===== src/rtl/apb_sram_pkg.sv =====
`default_nettype none
// ============================================================================
// Module      : apb_sram_pkg
// Description : Shared types and helpers for the APB SRAM completer.
//               - state_t   : completer FSM states
//               - err_t     : response error classification
//               - WAIT_*    : wait-state generation modes
//               - lfsr16_step : one step of a 16-bit Galois LFSR
//                               (taps 16,14,13,11)
// Revision    : 1.0 - initial release
// ============================================================================
package apb_sram_pkg;

    typedef enum logic [1:0] {
        IDLE = 2'd0,
        WAIT = 2'd1,
        RESP = 2'd2
    } state_t;

    localparam int WAIT_FIXED  = 0;
    localparam int WAIT_RANDOM = 1;

    typedef enum logic [1:0] {
        OK        = 2'd0,
        MISALIGN  = 2'd1,
        RANGE     = 2'd2,
        UNWRITTEN = 2'd3
    } err_t;

    // Right-shifting Galois form of x^16 + x^14 + x^13 + x^11 + 1.
    localparam logic [15:0] LFSR_TAPS = 16'hB400;

    function automatic logic [15:0] lfsr16_step(input logic [15:0] s);
        return s[0] ? ((s >> 1) ^ LFSR_TAPS) : (s >> 1);
    endfunction

endpackage : apb_sram_pkg
`default_nettype wire


===== src/rtl/apb_sram_waitgen.sv =====
`default_nettype none
// ============================================================================
// Module      : apb_sram_waitgen
// Description : Supplies the wait-state count for the next APB transfer.
//               Fixed mode returns WAIT_CYCLES; random mode returns the low
//               bits of a free-standing LFSR that steps once per accepted
//               setup phase.
// Ports       : _PCLK       in   clock
//               _PRESETn    in   asynchronous active-low reset
//               adv_i       in   setup accepted this cycle (step the LFSR)
//               wait_cnt_o  out  wait count for the transfer being set up
// Revision    : 1.0 - initial release
// ============================================================================
module apb_sram_waitgen
    import apb_sram_pkg::*;
#(
    parameter int          WAIT_MODE   = 0,
    parameter int          WAIT_CYCLES = 0,
    parameter int          MAX_WAIT    = 3,
    parameter logic [15:0] LFSR_SEED   = 16'hACE1,
    parameter int          CNT_W       = 2
) (
    input  logic             _PCLK,
    input  logic             _PRESETn,
    input  logic             adv_i,
    output logic [CNT_W-1:0] wait_cnt_o
);

    // MAX_WAIT is 2^k-1, so k low LFSR bits cover exactly 0..MAX_WAIT.
    localparam int RND_W = (MAX_WAIT > 0) ? $clog2(MAX_WAIT + 1) : 1;

    logic [15:0] lfsr_q;
    logic [15:0] lfsr_d;

    assign lfsr_d = adv_i ? lfsr16_step(lfsr_q) : lfsr_q;

    always_ff @(posedge _PCLK or negedge _PRESETn) begin
        if (!_PRESETn) begin
            lfsr_q <= LFSR_SEED;
        end else begin
            lfsr_q <= lfsr_d;
        end
    end

    // The count presented during setup is the pre-step LFSR value, so the
    // first random transfer after reset uses LFSR_SEED's low bits.
    assign wait_cnt_o = (WAIT_MODE == WAIT_RANDOM) ? CNT_W'(lfsr_q[RND_W-1:0])
                                                   : CNT_W'(WAIT_CYCLES);

endmodule : apb_sram_waitgen
`default_nettype wire


===== src/rtl/apb_sram_slave.sv =====
`default_nettype none
// ============================================================================
// Module      : apb_sram_slave
// Description : APB4 completer backed by a DEPTH x DATA_W word array with
//               byte strobes, per-word written tracking and fixed or
//               pseudo-random wait states. PSLVERR flags misaligned,
//               out-of-range and unwritten-read accesses (in that priority).
// Ports       : _PCLK, _PRESETn        clock, async active-low reset
//               _PSEL, _PENABLE        APB phase control
//               _PWRITE                transfer direction
//               _PADDR   [ADDR_W]      byte address
//               _PWDATA  [DATA_W]      write data
//               _PSTRB   [DATA_W/8]    write byte strobes
//               _PRDATA  [DATA_W]      read data (0 on error and writes)
//               _PREADY                transfer completes when high
//               _PSLVERR               error response, qualified by _PREADY
// Revision    : 1.0 - initial release
// ============================================================================
module apb_sram_slave
    import apb_sram_pkg::*;
#(
    parameter int          ADDR_W      = 32,
    parameter int          DATA_W      = 32,
    parameter int          DEPTH       = 32,
    parameter int          WAIT_MODE   = 0,
    parameter int          WAIT_CYCLES = 0,
    parameter int          MAX_WAIT    = 3,
    parameter logic [15:0] LFSR_SEED   = 16'hACE1
) (
    input  logic                  _PCLK,
    input  logic                  _PRESETn,
    input  logic                  _PSEL,
    input  logic                  _PENABLE,
    input  logic                  _PWRITE,
    input  logic [ADDR_W-1:0]     _PADDR,
    input  logic [DATA_W-1:0]     _PWDATA,
    input  logic [DATA_W/8-1:0]   _PSTRB,
    output logic [DATA_W-1:0]     _PRDATA,
    output logic                  _PREADY,
    output logic                  _PSLVERR
);

    localparam int STRB_W = DATA_W / 8;
    localparam int OFFS   = $clog2(STRB_W);
    localparam int IDX_W  = (DEPTH > 1) ? $clog2(DEPTH) : 1;
    localparam int RND_W  = (MAX_WAIT > 0) ? $clog2(MAX_WAIT + 1) : 1;
    localparam int FIX_W  = (WAIT_CYCLES > 0) ? $clog2(WAIT_CYCLES + 1) : 1;
    localparam int CNT_W  = (WAIT_MODE == WAIT_RANDOM) ? RND_W : FIX_W;

    localparam logic [ADDR_W-1:0] OFF_MASK = ADDR_W'((1 << OFFS) - 1);
    localparam logic [ADDR_W-1:0] DEPTH_A  = ADDR_W'(DEPTH);

    // ------------------------------------------------------------------
    // State
    // ------------------------------------------------------------------
    state_t                 state_q;
    logic [CNT_W-1:0]       cnt_q;
    logic                   pready_q;
    logic                   pslverr_q;
    logic [DATA_W-1:0]      prdata_q;
    logic [DEPTH-1:0]       valid_q;
    logic [DATA_W-1:0]      mem_q [DEPTH];

    // ------------------------------------------------------------------
    // Address decode and error classification
    // ------------------------------------------------------------------
    logic [ADDR_W-1:0]      w_word;
    logic [IDX_W-1:0]       w_idx;
    err_t                   w_err;
    logic [DATA_W-1:0]      w_rdata;
    logic                   w_setup;
    logic                   w_commit;
    logic [CNT_W-1:0]       w_wait_cnt;

    assign w_word = _PADDR >> OFFS;
    assign w_idx  = w_word[IDX_W-1:0];

    // The valid lookup is reached only once the range check has passed, so
    // w_idx is always a real word there even when DEPTH is not 2^n.
    always_comb begin
        w_err = OK;
        if ((_PADDR & OFF_MASK) != '0) begin
            w_err = MISALIGN;
        end else if (w_word >= DEPTH_A) begin
            w_err = RANGE;
        end else if (!_PWRITE && !valid_q[w_idx]) begin
            w_err = UNWRITTEN;
        end
    end

    assign w_rdata  = ((w_err == OK) && !_PWRITE) ? mem_q[w_idx] : '0;
    assign w_setup  = (state_q == IDLE) && _PSEL && !_PENABLE;
    assign w_commit = (state_q == RESP) && _PSEL && _PENABLE && _PWRITE
                      && (w_err == OK);

    // ------------------------------------------------------------------
    // Wait-count source
    // ------------------------------------------------------------------
    apb_sram_waitgen #(
        .WAIT_MODE   (WAIT_MODE),
        .WAIT_CYCLES (WAIT_CYCLES),
        .MAX_WAIT    (MAX_WAIT),
        .LFSR_SEED   (LFSR_SEED),
        .CNT_W       (CNT_W)
    ) u_waitgen (
        ._PCLK       (_PCLK),
        ._PRESETn    (_PRESETn),
        .adv_i       (w_setup),
        .wait_cnt_o  (w_wait_cnt)
    );

    // ------------------------------------------------------------------
    // Transfer FSM with registered response outputs
    // ------------------------------------------------------------------
    always_ff @(posedge _PCLK or negedge _PRESETn) begin
        if (!_PRESETn) begin
            state_q   <= IDLE;
            cnt_q     <= '0;
            pready_q  <= 1'b0;
            pslverr_q <= 1'b0;
            prdata_q  <= '0;
            valid_q   <= '0;
        end else begin
            case (state_q)
                IDLE: begin
                    if (w_setup) begin
                        if (w_wait_cnt == '0) begin
                            // Zero waits: respond in the first access cycle.
                            state_q   <= RESP;
                            pready_q  <= 1'b1;
                            pslverr_q <= (w_err != OK);
                            prdata_q  <= w_rdata;
                        end else begin
                            state_q <= WAIT;
                            cnt_q   <= w_wait_cnt;
                        end
                    end
                end
                WAIT: begin
                    if (!_PSEL) begin
                        state_q <= IDLE;
                    end else if (_PENABLE) begin
                        if (cnt_q == CNT_W'(1)) begin
                            state_q   <= RESP;
                            pready_q  <= 1'b1;
                            pslverr_q <= (w_err != OK);
                            prdata_q  <= w_rdata;
                        end else begin
                            cnt_q <= cnt_q - 1'b1;
                        end
                    end
                end
                RESP: begin
                    // Completion edge, or the requester dropped PSEL.
                    if (!_PSEL || _PENABLE) begin
                        state_q   <= IDLE;
                        pready_q  <= 1'b0;
                        pslverr_q <= 1'b0;
                        prdata_q  <= '0;
                        if (w_commit && (_PSTRB != '0)) begin
                            valid_q[w_idx] <= 1'b1;
                        end
                    end
                end
                default: begin
                    state_q <= IDLE;
                end
            endcase
        end
    end

    // Array contents are deliberately not reset.
    always_ff @(posedge _PCLK) begin
        if (w_commit) begin
            for (int b = 0; b < STRB_W; b++) begin
                if (_PSTRB[b]) begin
                    mem_q[w_idx][b*8 +: 8] <= _PWDATA[b*8 +: 8];
                end
            end
        end
    end

    assign _PREADY  = pready_q;
    assign _PSLVERR = pslverr_q;
    assign _PRDATA  = prdata_q;

endmodule : apb_sram_slave
`default_nettype wire


===== config.mk =====
export PLATFORM = sky130hd
export DESIGN_NAME = apb_sram_slave
export DESIGN_NICKNAME = d
export VERILOG_FILES = /design/src/rtl/apb_sram_pkg.sv /design/src/rtl/apb_sram_waitgen.sv /design/src/rtl/apb_sram_slave.sv
export SDC_FILE = /design/constraint.sdc
export NUM_CORES = 1
export LEC_CHECK = 0
export CAP_MARGIN = 20
export CORE_ASPECT_RATIO = 0.75
export CORE_UTILIZATION = 50
export CTS_CLUSTER_DIAMETER = 80
export DETAILED_ROUTE_END_ITERATION = 10
export DONT_BUFFER_PORTS = 1
export GPL_TIMING_DRIVEN = 0
export PLACE_DENSITY = 0.68
export SETUP_SLACK_MARGIN = 0.15
export SLEW_MARGIN = 0
export SYNTH_ARGS = -nofsm -noshare
export SYNTH_HDL_FRONTEND = slang
export SYNTH_SLANG_ARGS = --single-unit

===== constraint.sdc =====
create_clock -name _PCLK -period 1.95 [get_ports _PCLK]
set_input_delay 0.39 -clock _PCLK [delete_from_list [all_inputs] [get_ports _PCLK]]
set_output_delay 0.39 -clock _PCLK [all_outputs]
set_load 0.005 [all_outputs]

==> results.py, run 1 <==
metrics = {
    "logic_synthesis": {
        "synth-edff-count": 1024,
        "yosys.cell_types.count": 55,
        "yosys_warnings": 0,
        "synth_top_area_share_pct": 71.92,
        "ys_seq_elements": 1090,
        "yosysSeqAreaShare_pct": 75.78,
        "syn_nets": 2480,
        "syn_area_um2": 42760,
        "netlist_instances": 2407,
        "synth_largest_area_cell": "edfxtp_1",
        "avgSynthCellArea_um2": 17.76,
        "synthTopCellsByArea": "edfxtp_1, mux2i_1, a22oi_1",
        "synth_ff_type": "edfxtp_1",
        "postSynth.asyncResetShare_pct": 6.055,
    },
    "global_routing": {
        "globalRouteOverflowTotal": 0,
        "grt_pass1_wl_mm": 185.5,
        "gr-usage-all-layers_pct": 31.04,
        "grt_pass1_vias": 24880,
        "grt_max_degree": 67,
        "antenna_found_initial": 5,
    },
    "sta": {
        "setup_viol": 640,
        "drv_slew": 0,
        "rsz0062_at_grt": "true",
        "fin_skew_ns": 0.02280,
        "hold_viol": 0,
        "layout_min_cycle_time_ns": 2.279,
        "relSlewSlack_pct": 18.70,
        "clock.fmax_mhz": 438.8,
        "fin_crit_sh_pct": 116.9,
        "worst-slew-pin-transition_ns": 1.219,
        "fin_ws_ns": -0.3290,
    },
    "flow_run": {
        "maxCapViolations": 0,
    },
    "setup_path": {
        "required_ns": 2.52,
        "crit_path_start_kind": "register",
        "critical_path_class": "register to register",
        "cp_cell_sequence": "mux4_2 -> and2_4 -> a211oi_4 -> a31oi_4 -> buf_12 -> buf_8 -> a22o_1",
        "ff2ff_path_depth": 7,
        "critPathArrivalTime_ns": 2.85,
        "critPathMaxFanout": 10,
        "crit_slowest_cell": "mux4_2",
        "cp-end-kind": "register",
        "crit_path_max_incr_delay_ns": 0.48,
    },
    "hold_path": {
        "hold_depth": 1,
        "hold_class": "input port to register",
    },
    "clocking": {
        "clock_sinks": 1090,
        "root_buffer": "clkbuf_16",
        "cts_max_path_buffers": 3,
        "numCtsBuffers": 100,
        "path_clk_slew_ns": 0.06,
        "htreeDepth": 3,
        "cts_tree": "done",
        "clkLatencyLatePin_ns": 0.70,
    },
    "floorplanning": {
        "initial_core_util_pct": 50.67,
        "die-area_um2": 86700,
        "num_rows": 92,
        "die_x_um": 339.7,
        "core_um2": 84380,
        "die_h_um": 255.2,
        "pin_count": 107,
    },
    "placement": {
        "port_buffers": 0,
        "dpl.hpwl_mm": 86.28,
        "place_congestion": 0.9883,
        "pre_cts_slack_ns": -1.159,
    },
    "finish": {
        "final_nets": 2827,
        "area_growth_syn_to_layout_pct": 25.05,
        "final_util_pct": 63.37,
        "drive_gt1_share_pct": 24.11,
        "n_fill_cell": 5599,
        "most-common-layout-cells": "edfxtp_1, mux2i_1, a22oi_1",
        "final_common_cell": "edfxtp_1",
    },
    "status": {
        "violations": "negative setup slack",
        "status": "complete, but fails checks",
    },
    "pwr": {
        "powerDensity_nw_per_um2": 913.9,
        "peakVddDrop_mv": 0.6286,
        "leakagePower_uw": 0.01867,
    },
    "drt": {
        "antenna_left": 0,
        "dr.pass1.iters": 6,
        "drt_drc_violations_left": 0,
        "vias": 25410,
        "drt_wl_total_mm": 134.9,
        "avgViaCountPerCell": 6.387,
        "wl_per_cell_um": 33.90,
        "drt-initial-drc-count": 3827,
    },
}
[state kept, by name (all words and copies together), names as in the netlist]
name	count
state_q	1
_PSLVERR	1
valid_q	32
_PRDATA	32
mem_q	1024
[layer usage]
metal	vias up	global-route usage, %	share of wire [%]
met2	1785	45.11	43
met1	12960	42.98	39
met5	-	0	0.047
met4	6	11.85	3.8
met3	289	11.08	14
li1	10370	-	-
[critical path, delay by kind of cell, from the launching register on]
family	cells	cell delay [ns]
muxes	1	0.48
buffers and inverters	2	0.32
AOI/OAI and AO/OA	3	0.76
and+or+nand+nor	1	0.19
DFF	1	0.40
[cell families (layout without fill, tap and decap cells)]
logic type | Yosys count | after routing | share of synthesized area, %
xor+xnor | 1 | 1 | 0.02049
flops | 1090 | 1090 | 75.78
mux | 520 | 520 | 12.40
buf+inv | 152 | 586 | 2.066
compound gates | 330 | 330 | 5.961
simple gates | 314 | 314 | 3.769
other cells | 0 | 10 | 0
[final timing paths]
kind                              from            to  slack (ns)
max reg2reg                valid_q[17]    _PRDATA[1]       -0.33
min reg2reg                valid_q[20]   valid_q[20]        0.47
min in group asynchronous     _PRESETn   _PRDATA[12]        0.29
min                         _PWDATA[6]  mem_q[25][6]       0.007
max in group asynchronous     _PRESETn    _PRDATA[5]        1.25
max                        valid_q[17]    _PRDATA[1]       -0.33
[Yosys cell counts (all sizes together) (4+ instances only)]
cell,instances
edfxtp,1024
dfrtp,66
buf,88
a22oi,255
nor2,162
clkbuf,63
nor2b,4
nor4b,4
mux2i,508
and4b,4
nor3b,4
o21bai,33
a22o,32
nand2,39
mux4,7
nor4,7
and4bb,4
mux2,5
nand4,64
[power by group]
part           internal (µW)  switching, µW  leakage (µW)  total [µW]
Combinational            776           1650       0.00685        2420
Sequential             25600           5.86        0.0101       25600
Clock                  12200           8710       0.00170       20900
Total                  38500          10400        0.0187       48900
[what timing repair did]
item,in CTS,in global routing
pin swaps,127,88
setup endpoints to repair,1079,1075
gates cloned,12,0
gates resized for setup,124,23
endpoints found under the hold margin,1091,0
hold buffers,51,0
setup buffers,155,9
[final cells by class]
cell class | count | area, µm² | share of cell area [%]
flip-flops and latches | 1090 | 32400 | 60.60
multi-input cells | 1165 | 10670 | 19.96
repair buffers | 245 | 4267 | 7.980
clock buffers | 128 | 2730 | 5.106
well taps | 1128 | 1411 | 2.640
plain buffers | 151 | 1215 | 2.272
clock inverters | 61 | 742.0 | 1.388
diodes | 10 | 25.02 | 0.04680
inverters | 1 | 3.754 | 0.007021
[per-stage QoR]
stage	TNS (ns)	cell area, µm²	total power (µW)	cells	hold slack [ns]
floorplan	-22.22	43910	27160	2407	0.09441
global placement	-558.68	45330	27790	3535	0.09824
detailed placement	-595.86	45400	27830	3540	0.09743
CTS	-18.89	52970	48680	3947	0.003244
global route	-56.32	53440	49840	3969	0.009899
finish	-41.01	53470	48860	3979	0.006629
Power figures use the tool's default switching activity.
==> run 2, diff against run 1 <==
--- a/config.mk
+++ b/config.mk
@@ -8,7 +8,7 @@
 export CAP_MARGIN = 20
 export CORE_ASPECT_RATIO = 0.75
 export CORE_UTILIZATION = 50
-export CTS_CLUSTER_DIAMETER = 80
+export CTS_CLUSTER_DIAMETER = 30
 export DETAILED_ROUTE_END_ITERATION = 10
 export DONT_BUFFER_PORTS = 1
 export GPL_TIMING_DRIVEN = 0
==> run 2 against run 1 <==
- the flow still finishes with violations (negative setup slack)
- cell area grew 4.1%
- non-clock buffer count grew 25
- sequential cell count unchanged
- clock power increased by 38%
- global-route usage grew 0.66 points
- count of clock-buffer cells in the layout rose by 43
- critical path type is now input port to register
- largest cell class unchanged
==> results.py, run 2 (synthesized netlist as in run 1, its figures left out) <==
metrics = {
    "setup_path": {
        "critical_path_class": "input port to register",
        "cp-end-kind": "register",
        "ff2ff_path_depth": 8,
        "critPathMaxFanout": 10,
        "critPathArrivalTime_ns": 2.94,
        "rrSetupSlack_ns": -0.28,
        "r2r-start": "valid_q[16]",
        "timing.rr.end": "_PRDATA[14]",
        "required_ns": 2.59,
        "crit_path_start_kind": "input port",
    },
    "sta": {
        "worst-slew-pin-transition_ns": 1.176,
        "setup_viol": 753,
        "relSlewSlack_pct": 21.62,
        "fin_crit_sh_pct": 117.9,
        "layout_min_cycle_time_ns": 2.300,
        "fin_skew_ns": 0.02874,
        "fin_ws_ns": -0.3495,
        "drv_slew": 0,
        "rsz0062_at_grt": "true",
        "hold_viol": 0,
        "clock.fmax_mhz": 434.9,
    },
    "clocking": {
        "clock_sinks": 1090,
        "numCtsBuffers": 152,
        "clkLatencyLatePin_ns": 0.77,
        "cts_tree": "done",
        "cts_max_path_buffers": 3,
        "path_clk_slew_ns": 0.05,
        "root_buffer": "clkbuf_16",
        "htreeDepth": 4,
    },
    "hold_path": {
        "hold_depth": 4,
        "hold_class": "input port to register",
        "min-delay-start": "_PENABLE",
        "min_to": "_PSLVERR",
    },
    "placement": {
        "postPlaceCellArea_um2": 45400,
        "place_congestion": 0.9883,
        "dpl.hpwl_mm": 86.28,
        "port_buffers": 0,
    },
    "global_routing": {
        "gr-usage-all-layers_pct": 31.70,
        "grt_pass1_vias": 25710,
        "grt_pass1_wl_mm": 189.5,
        "grt_max_degree": 67,
        "antenna_found_initial": 3,
        "globalRouteOverflowTotal": 0,
    },
    "finish": {
        "regArea_um2": 32400,
        "n_fill_cell": 5306,
        "final_nets": 2904,
        "final_common_cell": "edfxtp_1",
        "most-common-layout-cells": "edfxtp_1, mux2i_1, a22oi_1",
        "largest_register": "mem_q",
        "finalInstanceArea_um2": 55640,
        "drive_gt1_share_pct": 27.18,
        "multiInputGateArea_um2": 10660,
        "area_growth_syn_to_layout_pct": 30.14,
        "largest_reg_flops": 1024,
    },
    "drt": {
        "dr.pass1.iters": 5,
        "wl_per_cell_um": 33.96,
        "vias": 26090,
        "drt-initial-drc-count": 3856,
        "antenna_left": 0,
        "drt_drc_violations_left": 0,
        "avgViaCountPerCell": 6.380,
        "drt_wl_total_mm": 138.9,
    },
    "floorplanning": {
        "pin_count": 107,
        "die-area_um2": 86700,
        "initial_core_util_pct": 50.67,
        "die_x_um": 339.7,
        "num_rows": 92,
        "core_um2": 84380,
        "die_h_um": 255.2,
    },
    "pwr": {
        "peakVddDrop_mv": 0.7537,
        "powerDensity_nw_per_um2": 1022,
        "leakagePower_uw": 0.01969,
        "power.total_uw": 56850,
    },
    "status": {
        "violations": "negative setup slack",
        "status": "complete, but fails checks",
    },
    "flow_run": {
        "maxCapViolations": 0,
    },
}
run 2: where the power goes:
group          switching (µW)  internal [µW]  leakage [µW]
clock                   11100          17700       0.00256
combinational            1670            780       0.00701
sequential               5.85          25600        0.0101
run 2: worst max path at each step:
stage                            from     endpoint  slack (ns)
after global placement      _PADDR[6]  _PRDATA[18]       -1.23
after floorplan             _PADDR[3]  mem_q[0][0]       -0.09
final                       _PADDR[6]  _PRDATA[24]       -0.35
after detailed placement    _PADDR[6]   _PRDATA[7]       -1.16
after CTS                 valid_q[30]  _PRDATA[18]       -0.21
after global routing        _PADDR[6]  _PRDATA[24]       -0.28
run 2: per-layer routing:
metal	routed length (µm)	global-route usage, %
met1	52690	42.53
met2	60830	46.79
met3	19370	11.43
met4	5770	13.38
met5	209	1.535
run 2: what timing repair did:
action	4_1_cts	5_1_grt
setup endpoints to repair	1082	1080
gates cloned	11	0
pin swaps	127	93
buffers inserted	162	24
endpoints found under the hold margin	1091	0
gates resized for setup	109	42
hold buffers	52	0
run 2: worst max-delay path: stages:
cell and delay, ns:
buf_6 0.13, and4b_2 0.27, clkbuf_1 0.35, clkbuf_1 0.92
a22oi_1 0.24, nand4_1 0.35, nor2_1 0.09, a22o_1 0.20
run 2: per-stage QoR:
step                setup TNS (ns)  worst slack (ns)  std cells  util (%)  hold slack, ns
finish                      -45.98           -0.3495       4089     65.95         0.03382
global route                -70.17           -0.2812       4086     65.94         0.07517
global placement           -558.68            -1.225       3535     53.72         0.09824
detailed placement         -595.86            -1.159       3540     53.81         0.09743
CTS                         -27.90           -0.2107       4046     65.08         0.03188
floorplan                   -22.22          -0.08519       2407         -         0.09441
run 2: area by class of cell:
class	instances	share of cell area, %
multi-input combinational	1165	19.15
antenna	3	0.01349
timing repair buffer	270	8.297
clock buffer	171	7.094
sequential	1090	58.23
tap	1128	2.536
clock inverter	110	2.482
inverter	1	0.006746
buffer	151	2.188
